==> src/rtl/uart_pixel_rx.sv <==
// rtl/uart_pixel_rx.sv - mid-bit majority-vote UART receiver that packs characters into pixels
// Optional parity bit after the data bits is enabled by defining UART_PARITY_EN.
module uart_pixel_rx #(
  parameter int CLK_FREQ         = 50_000_000,
  parameter int BAUD_RATE        = 9600,
  parameter int DATA_BITS        = 8,
  parameter int BYTES_PER_PIXEL  = 1,
  parameter int PIXELS_PER_FRAME = 16384,
  parameter int GAP_TIMEOUT_BITS = 20,
  parameter int PARITY_ODD       = 0
) (
  input  logic                                 sys_clk,
  input  logic                                 sys_rst,
  input  logic                                 rx,
  output logic [DATA_BITS-1:0]                 byte_data,
  output logic                                 byte_vld,
  output logic                                 frame_err,
  output logic                                 parity_err,
  output logic [BYTES_PER_PIXEL*DATA_BITS-1:0] pix_data,
  output logic                                 pix_vld,
  output logic [$clog2(PIXELS_PER_FRAME)-1:0]  pix_cnt,
  output logic                                 frame_done
);
  localparam int BIT_CNT = CLK_FREQ / BAUD_RATE;
  localparam int CW      = $clog2(BIT_CNT + 1);
  localparam int PW      = BYTES_PER_PIXEL * DATA_BITS;
  localparam int PCW     = $clog2(PIXELS_PER_FRAME);
  localparam int BW      = (BYTES_PER_PIXEL > 1) ? $clog2(BYTES_PER_PIXEL) : 1;
  localparam int GAP_CYC = GAP_TIMEOUT_BITS * BIT_CNT;
  localparam int GW      = $clog2(GAP_CYC + 1);

  localparam logic [CW-1:0]  SAMP_A  = CW'(BIT_CNT / 2 - 1);
  localparam logic [CW-1:0]  SAMP_B  = CW'(BIT_CNT / 2);
  localparam logic [CW-1:0]  SAMP_C  = CW'(BIT_CNT / 2 + 1);
  localparam logic [CW-1:0]  BC_M1   = CW'(BIT_CNT - 1);
  localparam logic [CW-1:0]  CNT_ONE = CW'(1);
  localparam logic [2:0]     DB_M1   = 3'(DATA_BITS - 1);
  localparam logic [BW-1:0]  BPP_M1  = BW'(BYTES_PER_PIXEL - 1);
  localparam logic [PCW-1:0] PPF_M1  = PCW'(PIXELS_PER_FRAME - 1);
  localparam logic [GW-1:0]  GAP_M1  = GW'(GAP_CYC - 1);

  if (BIT_CNT < 8) begin : g_chk_bit_cnt
    $error("uart_pixel_rx: CLK_FREQ/BAUD_RATE must be at least 8");
  end
  if (DATA_BITS < 5 || DATA_BITS > 8) begin : g_chk_data_bits
    $error("uart_pixel_rx: DATA_BITS must be 5..8");
  end
  if (BYTES_PER_PIXEL < 1 || BYTES_PER_PIXEL > 4) begin : g_chk_bpp
    $error("uart_pixel_rx: BYTES_PER_PIXEL must be 1..4");
  end
  if (PARITY_ODD < 0 || PARITY_ODD > 1) begin : g_chk_parity
    $error("uart_pixel_rx: PARITY_ODD must be 0 or 1");
  end

  typedef enum logic [2:0] {
    IDLE,
    START,
    DATA,
`ifdef UART_PARITY_EN
    PARITY,
`endif
    STOP,
    WAIT_HIGH
  } state_t;

  state_t                 state_q, state_d;
  logic                   rx_meta_q, rx_meta_d;
  logic                   rx_sync_q, rx_sync_d;
  logic [CW-1:0]          cnt_q, cnt_d;
  logic [2:0]             bit_idx_q, bit_idx_d;
  logic                   s0_q, s0_d;
  logic                   s1_q, s1_d;
  logic [DATA_BITS-1:0]   shift_q, shift_d;
  logic [BW-1:0]          byte_idx_q, byte_idx_d;
  logic [GW-1:0]          gap_q, gap_d;
  logic [PCW-1:0]         pix_idx_q, pix_idx_d;
  logic [DATA_BITS-1:0]   byte_data_q, byte_data_d;
  logic                   byte_vld_q, byte_vld_d;
  logic                   frame_err_q, frame_err_d;
  logic [PW-1:0]          pix_data_q, pix_data_d;
  logic                   pix_vld_q, pix_vld_d;
  logic [PCW-1:0]         pix_cnt_q, pix_cnt_d;
  logic                   frame_done_q, frame_done_d;
  logic                   maj, vote_now, bit_end, good_char, par_bad;
  logic [PW-1:0]          pix_shift;

  // Third sample is taken live; the first two were latched on the preceding cycles.
  assign maj      = (s0_q & s1_q) | (s0_q & rx_sync_q) | (s1_q & rx_sync_q);
  assign vote_now = (cnt_q == SAMP_C);
  assign bit_end  = (cnt_q == BC_M1);

  if (BYTES_PER_PIXEL == 1) begin : g_pix1
    assign pix_shift = shift_q;
  end else begin : g_pixn
    assign pix_shift = {pix_data_q[PW-DATA_BITS-1:0], shift_q};
  end

`ifdef UART_PARITY_EN
  logic par_bad_q, par_bad_d;
  logic parity_err_q, parity_err_d;
  assign par_bad    = par_bad_q;
  assign parity_err = parity_err_q;
`else
  assign par_bad    = 1'b0;
  assign parity_err = 1'b0;
`endif

  always_comb begin
    rx_meta_d    = rx;
    rx_sync_d    = rx_meta_q;
    state_d      = state_q;
    cnt_d        = bit_end ? '0 : cnt_q + 1'b1;
    bit_idx_d    = bit_idx_q;
    s0_d         = (cnt_q == SAMP_A) ? rx_sync_q : s0_q;
    s1_d         = (cnt_q == SAMP_B) ? rx_sync_q : s1_q;
    shift_d      = shift_q;
    byte_idx_d   = byte_idx_q;
    gap_d        = '0;
    pix_idx_d    = pix_idx_q;
    byte_data_d  = byte_data_q;
    byte_vld_d   = 1'b0;
    frame_err_d  = 1'b0;
    pix_data_d   = pix_data_q;
    pix_vld_d    = 1'b0;
    pix_cnt_d    = pix_cnt_q;
    frame_done_d = 1'b0;
    good_char    = 1'b0;
`ifdef UART_PARITY_EN
    par_bad_d    = par_bad_q;
    parity_err_d = 1'b0;
`endif

    case (state_q)
      IDLE: begin
        // The detecting sample is sample 0 of the start bit.
        cnt_d = rx_sync_q ? '0 : CNT_ONE;
        if (!rx_sync_q) state_d = START;
      end
      START: begin
        if (vote_now && maj) begin
          state_d = IDLE;
        end else if (bit_end) begin
          state_d   = DATA;
          bit_idx_d = '0;
        end
      end
      DATA: begin
        if (vote_now) shift_d = {maj, shift_q[DATA_BITS-1:1]};
        if (bit_end) begin
          if (bit_idx_q == DB_M1) begin
`ifdef UART_PARITY_EN
            state_d = PARITY;
`else
            state_d = STOP;
`endif
          end else begin
            bit_idx_d = bit_idx_q + 1'b1;
          end
        end
      end
`ifdef UART_PARITY_EN
      PARITY: begin
        if (vote_now) par_bad_d = (^shift_q) ^ maj ^ (PARITY_ODD != 0);
        if (bit_end) state_d = STOP;
      end
`endif
      STOP: begin
        if (vote_now) begin
          if (maj) begin
            byte_vld_d  = 1'b1;
            byte_data_d = shift_q;
            good_char   = ~par_bad;
            state_d     = IDLE;
`ifdef UART_PARITY_EN
            parity_err_d = par_bad_q;
`endif
          end else begin
            frame_err_d = 1'b1;
            state_d     = WAIT_HIGH;
            cnt_d       = '0;
          end
        end
      end
      WAIT_HIGH: begin
        if (!rx_sync_q) begin
          cnt_d = '0;
        end else if (cnt_q == BC_M1) begin
          cnt_d   = '0;
          state_d = IDLE;
        end else begin
          cnt_d = cnt_q + 1'b1;
        end
      end
      default: state_d = IDLE;
    endcase

    // A partial pixel left idle too long is dropped so the next pixel starts aligned.
    if (state_q == IDLE && byte_idx_q != '0) begin
      if (gap_q == GAP_M1) byte_idx_d = '0;
      else                 gap_d      = gap_q + 1'b1;
    end

    if (good_char) begin
      pix_data_d = pix_shift;
      if (byte_idx_q == BPP_M1) begin
        pix_vld_d    = 1'b1;
        pix_cnt_d    = pix_idx_q;
        frame_done_d = (pix_idx_q == PPF_M1);
        pix_idx_d    = (pix_idx_q == PPF_M1) ? '0 : pix_idx_q + 1'b1;
        byte_idx_d   = '0;
      end else begin
        byte_idx_d = byte_idx_q + 1'b1;
      end
    end
  end

  always_ff @(posedge sys_clk) begin
    if (sys_rst) begin
      state_q      <= IDLE;
      rx_meta_q    <= 1'b1;
      rx_sync_q    <= 1'b1;
      cnt_q        <= '0;
      bit_idx_q    <= '0;
      s0_q         <= 1'b1;
      s1_q         <= 1'b1;
      shift_q      <= '0;
      byte_idx_q   <= '0;
      gap_q        <= '0;
      pix_idx_q    <= '0;
      byte_data_q  <= '0;
      byte_vld_q   <= 1'b0;
      frame_err_q  <= 1'b0;
      pix_data_q   <= '0;
      pix_vld_q    <= 1'b0;
      pix_cnt_q    <= '0;
      frame_done_q <= 1'b0;
`ifdef UART_PARITY_EN
      par_bad_q    <= 1'b0;
      parity_err_q <= 1'b0;
`endif
    end else begin
      state_q      <= state_d;
      rx_meta_q    <= rx_meta_d;
      rx_sync_q    <= rx_sync_d;
      cnt_q        <= cnt_d;
      bit_idx_q    <= bit_idx_d;
      s0_q         <= s0_d;
      s1_q         <= s1_d;
      shift_q      <= shift_d;
      byte_idx_q   <= byte_idx_d;
      gap_q        <= gap_d;
      pix_idx_q    <= pix_idx_d;
      byte_data_q  <= byte_data_d;
      byte_vld_q   <= byte_vld_d;
      frame_err_q  <= frame_err_d;
      pix_data_q   <= pix_data_d;
      pix_vld_q    <= pix_vld_d;
      pix_cnt_q    <= pix_cnt_d;
      frame_done_q <= frame_done_d;
`ifdef UART_PARITY_EN
      par_bad_q    <= par_bad_d;
      parity_err_q <= parity_err_d;
`endif
    end
  end

  assign byte_data  = byte_data_q;
  assign byte_vld   = byte_vld_q;
  assign frame_err  = frame_err_q;
  assign pix_data   = pix_data_q;
  assign pix_vld    = pix_vld_q;
  assign pix_cnt    = pix_cnt_q;
  assign frame_done = frame_done_q;

endmodule

==> config.mk <==
export PLATFORM = sky130hd
export DESIGN_NAME = uart_pixel_rx
export DESIGN_NICKNAME = d
export VERILOG_FILES = /design/src/rtl/uart_pixel_rx.sv
export SDC_FILE = /design/constraint.sdc
export NUM_CORES = 1
export LEC_CHECK = 0
export ABC_CLOCK_PERIOD_IN_PS = 3380
export BUFFER_PORTS_ARGS = -buffer_cell sky130_fd_sc_hd__buf_2
export CORE_UTILIZATION = 60
export CTS_CLUSTER_DIAMETER = 80
export CTS_CLUSTER_SIZE = 10
export DETAILED_ROUTE_END_ITERATION = 8
export GPL_TIMING_DRIVEN = 0
export HOLD_SLACK_MARGIN = 0.03
export PLACE_DENSITY = 0.79
export SYNTH_ARGS = -nofsm -noshare
export SYNTH_HDL_FRONTEND = slang
export SYNTH_SLANG_ARGS = --single-unit
==> constraint.sdc <==
create_clock -name sys_clk -period 3.38 [get_ports sys_clk]
set_input_delay 0.676 -clock sys_clk [delete_from_list [all_inputs] [get_ports sys_clk]]
set_output_delay 0.676 -clock sys_clk [all_outputs]
set_load 0.005 [all_outputs]
==> out/qor.txt <==
largest stage delay on the critical path -> 0.60 ns
TNS Setup -> 0 ns
type of destination of the critical path -> flop
final worst path period share -> 71.07%
number of max-slew violations in the final report -> 0
minimum clock period -> 2.402 ns
number of setup buffers added after CTS -> 0
power per cell area -> 406.1 nW/um^2
sum of overflow across all layers after global routing -> 0
Die Area -> 5639 sq um
number of global-route vias before repair -> 2424
CTS clock-pin slew for the worst setup and hold paths -> 0.07 ns
Floorplan Core Area -> 5140 sq um
die boundary height -> 75.10 um
syn_nets -> 395
area post-placement -> 3473 sq um
cell count after synthesis -> 386
maximum achievable frequency -> 416.3 MHz
maximum level of the CTS H-tree -> 3
result of the run -> finished, final reports clean
layer carrying the most global-route usage -> met2
count of pins on the block boundary -> 38
Initial Util -> 62.37%
Static Leak -> 1.354 nW
Synth warnings -> 0
total iterations of the first detailed-routing run -> 4
Mapped Avg Cell Area -> 8.305 sq um
GR Layer Usage met3 -> 5.221%
Rel. slew slack -> 59.57%
number of cells after detailed placement -> 492
Clock Path Buffers -> 2
Final Net Count -> 442
number of port buffers -> 36
Synth Register Bits -> 71
Finished Layout Cells -> 505
Total GRT Usage -> 25.25%
quantity of gates resized following cts -> 0
count of antenna diodes in the layout -> 0
ratio of routed vias to standard cells -> 5.515
number of nets still failing antenna checks after routing -> 0
Top FF cell, synth -> sky130_fd_sc_hd__dfxtp_1
series of cell instances along the critical path -> ha_1, nand3_1, nor4_2, nand4_1, nand2b_1, clkbuf_1, nor2_1
arrival time reported for the critical path endpoint -> 2.62 ns
crit-path max FO -> 8
remaining routing DRC violations -> 0
setup repair after global routing missed its margin -> no
M2 GR Usage -> 39.24%
Worst Skew -> 0.006910 ns
kind of critical path -> flop to flop
worst hold slack -> 0.4171 ns
# Max-Cap Violations -> 0
layout filler cell count -> 442
number of distinct library cells after synthesis -> 48
area growth from synthesis to final layout -> 13.66%
Worst Max-Slew Pin Slew -> 0.6014 ns
Worst Hold Class -> flop to flop
Wirelength per Cell -> 12.80 um
cts-stage hold buffer count -> 0
pin count of the biggest net entering global routing -> 11
Starting DRT DRC Count -> 157
final-report setup violation count -> 0
met1 Usage GRT -> 31.84%
cell row count -> 26
leading cell type in the layout, fill and taps excluded -> sky130_fd_sc_hd__nand2_1
gp weighted congestion -> 0.8281
clock tree from TritonCTS -> built
detailed-route wire length -> 6.462 mm
part of the Yosys area used for sequential elements -> 44.34%
horizontal die dimension -> 75.10 um
layout cells sized above 1 -> 17.47%
Synth Cell Area -> 3206 sq um
cell depth of the worst hold path -> 1
R2R depth -> 7
number of enable-type register cells in the synthesized netlist -> 0
PnR worst setup slack -> 0.9778 ns
Root Buffer Master -> sky130_fd_sc_hd__clkbuf_8
clock sink total -> 71
commonest non-fill, non-tap cells in the layout -> sky130_fd_sc_hd__nand2_1, sky130_fd_sc_hd__dfxtp_1, sky130_fd_sc_hd__buf_2
worst-case vdd ir drop -> 0.2316 mV
Final Hold Fails -> 0
total via count after detailed routing -> 2785
endpoint required time on the critical path -> 3.60 ns
detailed-placement wirelength estimate -> 4.521 mm
antenna violations before repair -> 0
pre-CTS setup slack -> 1.035 ns
final instance area -> 3643 sq um
clock buffers created by TritonCTS -> 9
async set-reset flop share out of synthesis -> 0%
insertion delay to the later sink of the worst-skew pair -> 0.34 ns
wire length of the first global-routing pass -> 10.63 mm
sort of element at the start of the critical path -> flop
critical-path cell with the highest stage delay -> sky130_fd_sc_hd__nor4_2
routing by layer:
layer,share of wire [%],up-vias
met2,46,64
met4,2.9,0
met5,0,-
met3,3.6,17
met1,48,1309
li1,-,1395
cell families (layout without fill, tap and decap cells):
logic type | Yosys count | count (layout) | share of synthesized area, %
AO/OA/AOI/OAI | 57 | 57 | 10.15
XOR/XNOR | 18 | 18 | 4.918
adder cells (fa/ha/maj) | 7 | 7 | 2.654
buffers and inverters | 42 | 91 | 6.323
flip-flops | 71 | 71 | 44.34
multiplexers | 4 | 4 | 1.249
other | 1 | 1 | 0.1170
AND/OR/NAND/NOR | 186 | 186 | 30.25
through the flow:
step	total power, W	util [%]
after floorplan	0.0008879	-
after global placement	0.0008976	67.58
after detailed placement	0.0008986	67.58
after CTS	0.001486	70.89
after global routing	0.001527	70.89
final	0.001480	70.89
cells in the mapped netlist (all sizes together), types with 2 or more instances:
library cell,instances,area (sq um)
o21ai,6,30.03
nor2b,3,18.77
or2,2,12.51
and3,4,25.02
o31ai,2,15.01
clkbuf,14,52.55
and4,3,26.28
dfxtp,71,1421
nor4,7,77.58
ha,6,75.07
a21oi,39,195.2
xor2,4,35.03
xnor2,14,122.6
nand4,5,31.28
nand3,17,97.60
nor2,35,138.9
inv,12,45.04
a211o,2,17.52
buf,16,105.1
and4b,2,20.02
or4,2,18.77
or3,8,50.05
nor4bb,2,20.02
mux2i,4,40.04
nand2,73,274.0
nor3,11,66.32
nand2b,8,50.05
final timing paths:
check                                           from                         to  slack [ns]
worst min register to register  rx_meta_q$_SDFF_PP1_       rx_sync_q$_SDFF_PP1_        0.42
worst min-delay path            rx_meta_q$_SDFF_PP1_       rx_sync_q$_SDFF_PP1_        0.42
worst max-delay path             cnt_q[0]$_SDFF_PP0_  pix_idx_q[0]$_SDFFE_PP0N_        0.98
worst max register to register   cnt_q[0]$_SDFF_PP0_  pix_idx_q[0]$_SDFFE_PP0N_        0.98
registers in the layout, indices dropped and copies added, names as in the netlist:
register    count
pix_cnt        14
pix_idx_q      14
cnt_q          13
byte_data       8
pix_shift       8
bit_idx_q       3
state_q         3
byte_vld        1
frame_done      1
frame_err       1
pix_vld         1
rx_meta_q       1
rx_sync_q       1
s0_q            1
s1_q            1
where the power goes:
| part | internal, W | leakage [nW] | switching [W] |
|---|---|---|---|
| Clock | 0.000313 | 0.0902 | 0.000286 |
| Sequential | 0.000839 | 0.572 | 0.00000184 |
| Combinational | 0.0000125 | 0.692 | 0.0000264 |
area by class of cell:
cell class	instances	area [sq um]	share of cell area, %
Clock buffer	12	165.2	4.533
Timing Repair Buffer	36	180.2	4.945
Sequential cell	71	1421	39.01
Buffer	30	157.7	4.327
Clock inverter	1	5.005	0.1374
Inverter	12	45.04	1.236
Tap cell	70	87.58	2.404
Multi-Input combinational cell	273	1582	43.41
worst max-delay path: cells and delay by family (launching register included):
kind          cells  cell delay, ns
simple gates      5            1.32
flops             1            0.42
fa+ha+maj         1            0.19
buf+inv           1            0.33
No activity file was read; power rests on OpenSTA's default activity.
